==> src/rtl/singing_cmd_pkg.sv <==
// Shared constants, state encodings and decode helpers for the UART command receiver.
package singing_cmd_pkg;

    localparam logic [7:0]  CMD_ON   = 8'hFF;
    localparam logic [7:0]  CMD_OFF  = 8'h00;
    localparam int unsigned NUM_FREQ = 8;

    // Frequency select codes driven to the RF generation logic.
    localparam logic [2:0] FREQ_12K  = 3'd0;
    localparam logic [2:0] FREQ_48K  = 3'd1;
    localparam logic [2:0] FREQ_1M   = 3'd2;
    localparam logic [2:0] FREQ_10M  = 3'd3;
    localparam logic [2:0] FREQ_40M  = 3'd4;
    localparam logic [2:0] FREQ_100M = 3'd5;
    localparam logic [2:0] FREQ_200M = 3'd6;
    localparam logic [2:0] FREQ_360M = 3'd7;

    typedef enum logic [1:0] {
        BitIdle,
        BitStart,
        BitData,
        BitStop
    } bit_state_e;

    typedef enum logic {
        CmdWaitB1,
        CmdWaitB2
    } cmd_state_e;

    // Only ON and OFF may open a command pair.
    function automatic logic is_lead_byte(logic [7:0] b);
        return (b == CMD_ON) || (b == CMD_OFF);
    endfunction

    function automatic logic is_freq_code(logic [7:0] b);
        return {24'd0, b} < NUM_FREQ;
    endfunction

endpackage

==> src/rtl/uart_rx_byte.sv <==
// 8N1 UART byte receiver: 2-flop synchroniser plus start/data/stop bit FSM.
module uart_rx_byte
    import singing_cmd_pkg::*;
#(
    parameter int unsigned CLKS_PER_BIT = 833
) (
    input  logic       clk_i,
    input  logic       rst_i,
    input  logic       rx_i,
    output logic [7:0] rx_byte_o,
    output logic       rx_byte_valid_o,
    output logic       frame_err_o
);

    localparam int unsigned     CntW    = $clog2(CLKS_PER_BIT + 1);
    localparam logic [CntW-1:0] CntHalf = CntW'(CLKS_PER_BIT / 2);
    localparam logic [CntW-1:0] CntLast = CntW'(CLKS_PER_BIT - 1);
    // Parking value after a low stop bit: waiting for the line to return high.
    localparam logic [CntW-1:0] CntDone = CntW'(CLKS_PER_BIT);

    logic            rx_meta_q;
    logic            rxs_q;
    bit_state_e      state_q;
    logic [CntW-1:0] cnt_q;
    logic [2:0]      bit_idx_q;
    logic [7:0]      shift_q;
    logic [7:0]      rx_byte_q;
    logic            valid_q;
    logic            ferr_q;

    // Synchronise the asynchronous line; idles high so reset to 1.
    always_ff @(posedge clk_i) begin
        if (rst_i) begin
            rx_meta_q <= 1'b1;
            rxs_q     <= 1'b1;
        end else begin
            rx_meta_q <= rx_i;
            rxs_q     <= rx_meta_q;
        end
    end

    // Bit FSM: mid-bit sampling, LSB first, registered pulse outputs.
    always_ff @(posedge clk_i) begin
        if (rst_i) begin
            state_q   <= BitIdle;
            cnt_q     <= '0;
            bit_idx_q <= '0;
            shift_q   <= '0;
            rx_byte_q <= '0;
            valid_q   <= 1'b0;
            ferr_q    <= 1'b0;
        end else begin
            valid_q <= 1'b0;
            ferr_q  <= 1'b0;
            unique case (state_q)
                BitIdle: begin
                    if (!rxs_q) begin
                        state_q <= BitStart;
                        cnt_q   <= '0;
                    end
                end
                BitStart: begin
                    if (cnt_q == CntHalf) begin
                        cnt_q     <= '0;
                        bit_idx_q <= '0;
                        state_q   <= rxs_q ? BitIdle : BitData;
                    end else begin
                        cnt_q <= cnt_q + CntW'(1);
                    end
                end
                BitData: begin
                    if (cnt_q == CntLast) begin
                        cnt_q     <= '0;
                        shift_q   <= {rxs_q, shift_q[7:1]};
                        bit_idx_q <= bit_idx_q + 3'd1;
                        if (bit_idx_q == 3'd7) begin
                            state_q <= BitStop;
                        end
                    end else begin
                        cnt_q <= cnt_q + CntW'(1);
                    end
                end
                BitStop: begin
                    if (cnt_q == CntLast) begin
                        if (rxs_q) begin
                            rx_byte_q <= shift_q;
                            valid_q   <= 1'b1;
                            state_q   <= BitIdle;
                            cnt_q     <= '0;
                        end else begin
                            ferr_q <= 1'b1;
                            cnt_q  <= CntDone;
                        end
                    end else if (cnt_q == CntDone) begin
                        // Hold off until the break ends so it cannot look like a start bit.
                        if (rxs_q) begin
                            state_q <= BitIdle;
                            cnt_q   <= '0;
                        end
                    end else begin
                        cnt_q <= cnt_q + CntW'(1);
                    end
                end
                default: state_q <= BitIdle;
            endcase
        end
    end

    assign rx_byte_o       = rx_byte_q;
    assign rx_byte_valid_o = valid_q;
    assign frame_err_o     = ferr_q;

endmodule

==> src/rtl/uart_cmd_rx.sv <==
// Two-byte UART command parser driving oscillator enable and frequency select.
module uart_cmd_rx
    import singing_cmd_pkg::*;
#(
    parameter int unsigned CLKS_PER_BIT = 833,
    parameter int unsigned TIMEOUT_CLKS = 48000
) (
    input  logic       clk_i,
    input  logic       rst_i,
    input  logic       rx_i,
    output logic       osc_en_o,
    output logic [2:0] freq_sel_o,
    output logic       cmd_valid_o,
    output logic       cmd_err_o,
    output logic       frame_err_o,
    output logic [7:0] rx_byte_o,
    output logic       rx_byte_valid_o
);

    localparam int unsigned     TmoW   = $clog2(TIMEOUT_CLKS + 1);
    localparam logic [TmoW-1:0] TmoMax = TmoW'(TIMEOUT_CLKS);

    cmd_state_e      state_q;
    logic [7:0]      b1_q;
    logic [TmoW-1:0] tmo_q;
    logic            osc_en_q;
    logic [2:0]      freq_sel_q;
    logic            cmd_valid_q;
    logic            cmd_err_q;

    uart_rx_byte #(
        .CLKS_PER_BIT(CLKS_PER_BIT)
    ) u_rx (
        .clk_i          (clk_i),
        .rst_i          (rst_i),
        .rx_i           (rx_i),
        .rx_byte_o      (rx_byte_o),
        .rx_byte_valid_o(rx_byte_valid_o),
        .frame_err_o    (frame_err_o)
    );

    // Command FSM: pair up bytes, apply legal pairs, drop everything else.
    always_ff @(posedge clk_i) begin
        if (rst_i) begin
            state_q     <= CmdWaitB1;
            b1_q        <= '0;
            tmo_q       <= '0;
            osc_en_q    <= 1'b0;
            freq_sel_q  <= '0;
            cmd_valid_q <= 1'b0;
            cmd_err_q   <= 1'b0;
        end else begin
            cmd_valid_q <= 1'b0;
            cmd_err_q   <= 1'b0;
            unique case (state_q)
                CmdWaitB1: begin
                    if (rx_byte_valid_o) begin
                        if (is_lead_byte(rx_byte_o)) begin
                            b1_q    <= rx_byte_o;
                            tmo_q   <= '0;
                            state_q <= CmdWaitB2;
                        end else begin
                            cmd_err_q <= 1'b1;
                        end
                    end
                end
                CmdWaitB2: begin
                    // Byte arrival takes priority over timeout.
                    if (rx_byte_valid_o) begin
                        state_q <= CmdWaitB1;
                        tmo_q   <= '0;
                        if (b1_q == CMD_ON && is_freq_code(rx_byte_o)) begin
                            freq_sel_q  <= rx_byte_o[2:0];
                            osc_en_q    <= 1'b1;
                            cmd_valid_q <= 1'b1;
                        end else if (b1_q == CMD_OFF && rx_byte_o == CMD_OFF) begin
                            osc_en_q    <= 1'b0;
                            cmd_valid_q <= 1'b1;
                        end else begin
                            cmd_err_q <= 1'b1;
                        end
                    end else if (frame_err_o || tmo_q == TmoMax) begin
                        state_q <= CmdWaitB1;
                        tmo_q   <= '0;
                    end else begin
                        tmo_q <= tmo_q + TmoW'(1);
                    end
                end
                default: state_q <= CmdWaitB1;
            endcase
        end
    end

    assign osc_en_o    = osc_en_q;
    assign freq_sel_o  = freq_sel_q;
    assign cmd_valid_o = cmd_valid_q;
    assign cmd_err_o   = cmd_err_q;

endmodule

==> config.mk <==
export PLATFORM = sky130hd
export DESIGN_NAME = uart_cmd_rx
export DESIGN_NICKNAME = d
export VERILOG_FILES = /design/src/rtl/singing_cmd_pkg.sv /design/src/rtl/uart_rx_byte.sv /design/src/rtl/uart_cmd_rx.sv
export SDC_FILE = /design/constraint.sdc
export NUM_CORES = 1
export LEC_CHECK = 0
export CAP_MARGIN = 40
export CORE_MARGIN = 1.5
export CORE_UTILIZATION = 64
export DETAILED_ROUTE_END_ITERATION = 16
export PLACE_DENSITY = 0.92
export SLEW_MARGIN = 10
export SYNTH_ARGS = -nofsm -noshare
export SYNTH_HDL_FRONTEND = slang
export SYNTH_HIERARCHICAL = 1
export SYNTH_SLANG_ARGS = --single-unit
==> constraint.sdc <==
create_clock -name clk_i -period 4.1 [get_ports clk_i]
set_input_delay 0.82 -clock clk_i [delete_from_list [all_inputs] [get_ports clk_i]]
set_output_delay 0.82 -clock clk_i [all_outputs]
set_load 0.01 [all_outputs]
==> impl_metrics.yaml <==
placement:
  dp_cells: 448
  io_buffers: 18
  gp_congestion: 0.8875
  dp.final_hpwl_mm: 4.728
route:
  drtPass1Iterations: 5
  drtIter0Drc: 311
  wirelength_mm: 7.364
  avgViaCountPerCell: 6.457
  detail_route.wl_per_cell_um: 15.87
  drc: 0
  ant_nets: 0
  num_vias: 2996
timing:
  fin_worst_skew_ns: 0.01074
  rsz0062_at_grt: "no"
  post-route-period-util_pct: 62.39
  setup_viol: 0
  period_minus_slack_ns: 2.558
  hold_viol: 0
  setup_tns_ns: 0
  fmax_ghz: 0.3909
  tightest_slew_ns: 0.8630
  relSlewSlack_pct: 42.41
  timing.final.max_slew_violations: 0
logic_synthesis:
  synth_most_common_cell: "dfxtp_1"
  yosysWarnings: 6
  synthSimpleGateAreaFrac_pct: 29.95
  yosys_most_used_dff: "dfxtp_1"
  syn-cell-area_um2: 3242
  synth_area_leaders: "dfxtp_1, nor2_1, nand2_1, nand3_1, a21oi_1"
  synthMuxAreaShare_pct: 3.396
  synth_seq_area_share_pct: 40.76
  synth_top_family_by_area: "simple AND/OR/NAND/NOR gates"
  synth_common_cells: "dfxtp_1, nor2_1, nand2_1, nand3_1, a21oi_1"
  synth-compound-area-share_pct: 18.33
  yosys_register_bits: 66
  synthXorXnorAreaFrac_pct: 0
  synth.avg_cell_area_um2: 8.464
  synth_fa_ha_area_share_pct: 2.702
  async_flop_share_pct: 0
  synth-edff-count: 0
  syn-num-nets: 393
  yosysTopAreaCellShare_pct: 40.76
  syn_inst: 383
  yosysUniqueCellTypes: 59
  yosysTopAreaCell: "dfxtp_1"
pwr:
  ir_drop_mv: 0.3206
  p_leak_nw: 1.226
  power.density_nw_per_um2: 374.1
die:
  core_area_um2: 4786
  design.die.area_um2: 5501
  initial_core_util_pct: 67.74
  die_w_um: 74.17
  die_h_um: 74.17
  rows: 25
  io_pins: 19
clock_tree:
  clk_latency_ns: 0.34
  postCtsHoldBufs: 0
  post_cts_resize_count: 0
  cts_tree: "done"
  clock_sinks: 66
  root_buffer: "clkbuf_8"
  cts-htree-levels: 3
  cts_buffers: 9
  post_cts_buffers: 0
  clk_pin_slew_ns: 0.07
  clockBufferDepth: 2
setup_path:
  crit_arrival_ns: 2.81
  path_buf_inv: 1
  crit_family: "simple AND/OR/NAND/NOR gates"
  start_kind: "register"
  cpPeakStageDelay_ns: 0.70
  worst-setup-path-type: "register to register"
  crit_path_end_kind: "register"
  path_max_fanout: 23
  cp_cell_sequence: "inv_2, or3_1, nor2_2, o21ai_0, a311oi_1"
  critPathSlowestCell: "nor2_2"
  cp.required_ns: 4.35
layout:
  layout-drive-gt1-share_pct: 9.572
  final_cells: 464
  nNetsFinal: 402
  syn_to_final_growth_pct: 12.58
  diodes: 0
global_routing:
  grt_overflow: 0
  grt_max_degree: 49
  grt_pass1_wl_mm: 11.81
  antenna_found_initial: 0
  grt_pass1_vias: 2580
  grt_use_total_pct: 27.83
status:
  status: "completed"
hold_path:
  hp-class: "register to register"
flow_run:
  maxCapViolCount: 0
[report_power, final]
part	switching (mW)	internal [mW]	total, mW
clock network	0.254	0.423	0.676
logic	0.0278	0.0135	0.0413
registers	0.00463	0.643	0.648
total	0.286	1.08	1.37
[cells by family (layout without fill, tap and decap cells)]
| group | Yosys count | after routing |
|---|---|---|
| AND/OR/NAND/NOR | 176 | 176 |
| multiplexers | 11 | 11 |
| AO/OA/AOI/OAI | 90 | 90 |
| adder cells (fa/ha/maj) | 7 | 7 |
| flip-flops | 66 | 66 |
| buffers and inverters | 33 | 47 |
[per-layer routing]
metal	global-route usage, %	wire length [µm]	up-vias
li1	-	-	1441
met1	35.53	3130	1415
met2	42.96	3544	115
met3	8.808	487	25
met4	12.76	201	0
met5	0	0	-
[sequential cells by signal (all words and copies together) (netlist names), 3 cells and up, named ones only]
signal / cells
u_rx/bit_idx_q: 3
b1_q: 8
freq_sel_o: 3
u_rx/rx_byte_o: 8
tmo_q: 16
u_rx/shift_q: 8
u_rx/cnt_q: 10
[cell usage in the layout, fill, tap and decap left out, types with 4 or more instances in the layout]
cell / Yosys / final
ha_1: 7 / 7
o21ai_0: 19 / 18
nand2_1: 36 / 36
mux2i_1: 11 / 11
nand4_1: 12 / 12
inv_1: 10 / 10
or2_2: 4 / 4
nor3_1: 10 / 10
nand3_1: 27 / 27
and3_1: 5 / 5
or3_1: 6 / 6
a22oi_1: 6 / 6
a31oi_1: 12 / 12
nor4_1: 7 / 7
dfxtp_1: 66 / 66
clkdlybuf4s50_1: 0 / 17
or4_1: 6 / 6
clkbuf_8: 0 / 10
nor3b_1: 5 / 5
a311oi_1: 6 / 6
nor2_1: 37 / 37
a21oi_1: 25 / 25
[stage by stage]
stage	power [mW]	hold slack, ns	util [%]	worst slack, ns	cell area [µm²]
2_1_floorplan	0.6930	0.3895	-	2.148	3242
3_3_place_gp	0.7011	0.3913	71.03	1.726	3400
3_5_place_dp	0.7025	0.4028	71.03	1.628	3400
4_1_cts	1.375	0.4348	76.26	1.608	3650
5_1_grt	1.407	0.4497	76.26	1.348	3650
6_report	1.365	0.4243	76.26	1.542	3650
[layout make-up]
type | instances | area [µm²]
multi-input combinational | 284 | 1763
sequential | 66 | 1321
fill | 326 | 1136
timing repair buffer | 20 | 190.2
clock buffer | 10 | 137.6
clock inverter | 6 | 112.6
tap | 67 | 83.83
inverter | 11 | 41.29
[path summary, 6_finish.rpt]
kind / start / end / cells past startpoint / slack (ns)
hold reg to reg: u_rx/rx_meta_q$_SDFF_PP1_ / u_rx/rxs_q$_SDFF_PP1_ / 1 / 0.42
setup / recovery: state_q$_SDFF_PP0_ / tmo_q[6]$_SDFFE_PP0P_ / 5 / 1.54
setup reg to reg: state_q$_SDFF_PP0_ / tmo_q[6]$_SDFFE_PP0P_ / 5 / 1.54
hold / removal: u_rx/rx_meta_q$_SDFF_PP1_ / u_rx/rxs_q$_SDFF_PP1_ / 1 / 0.42
No activity file was read; power rests on OpenSTA's default activity.
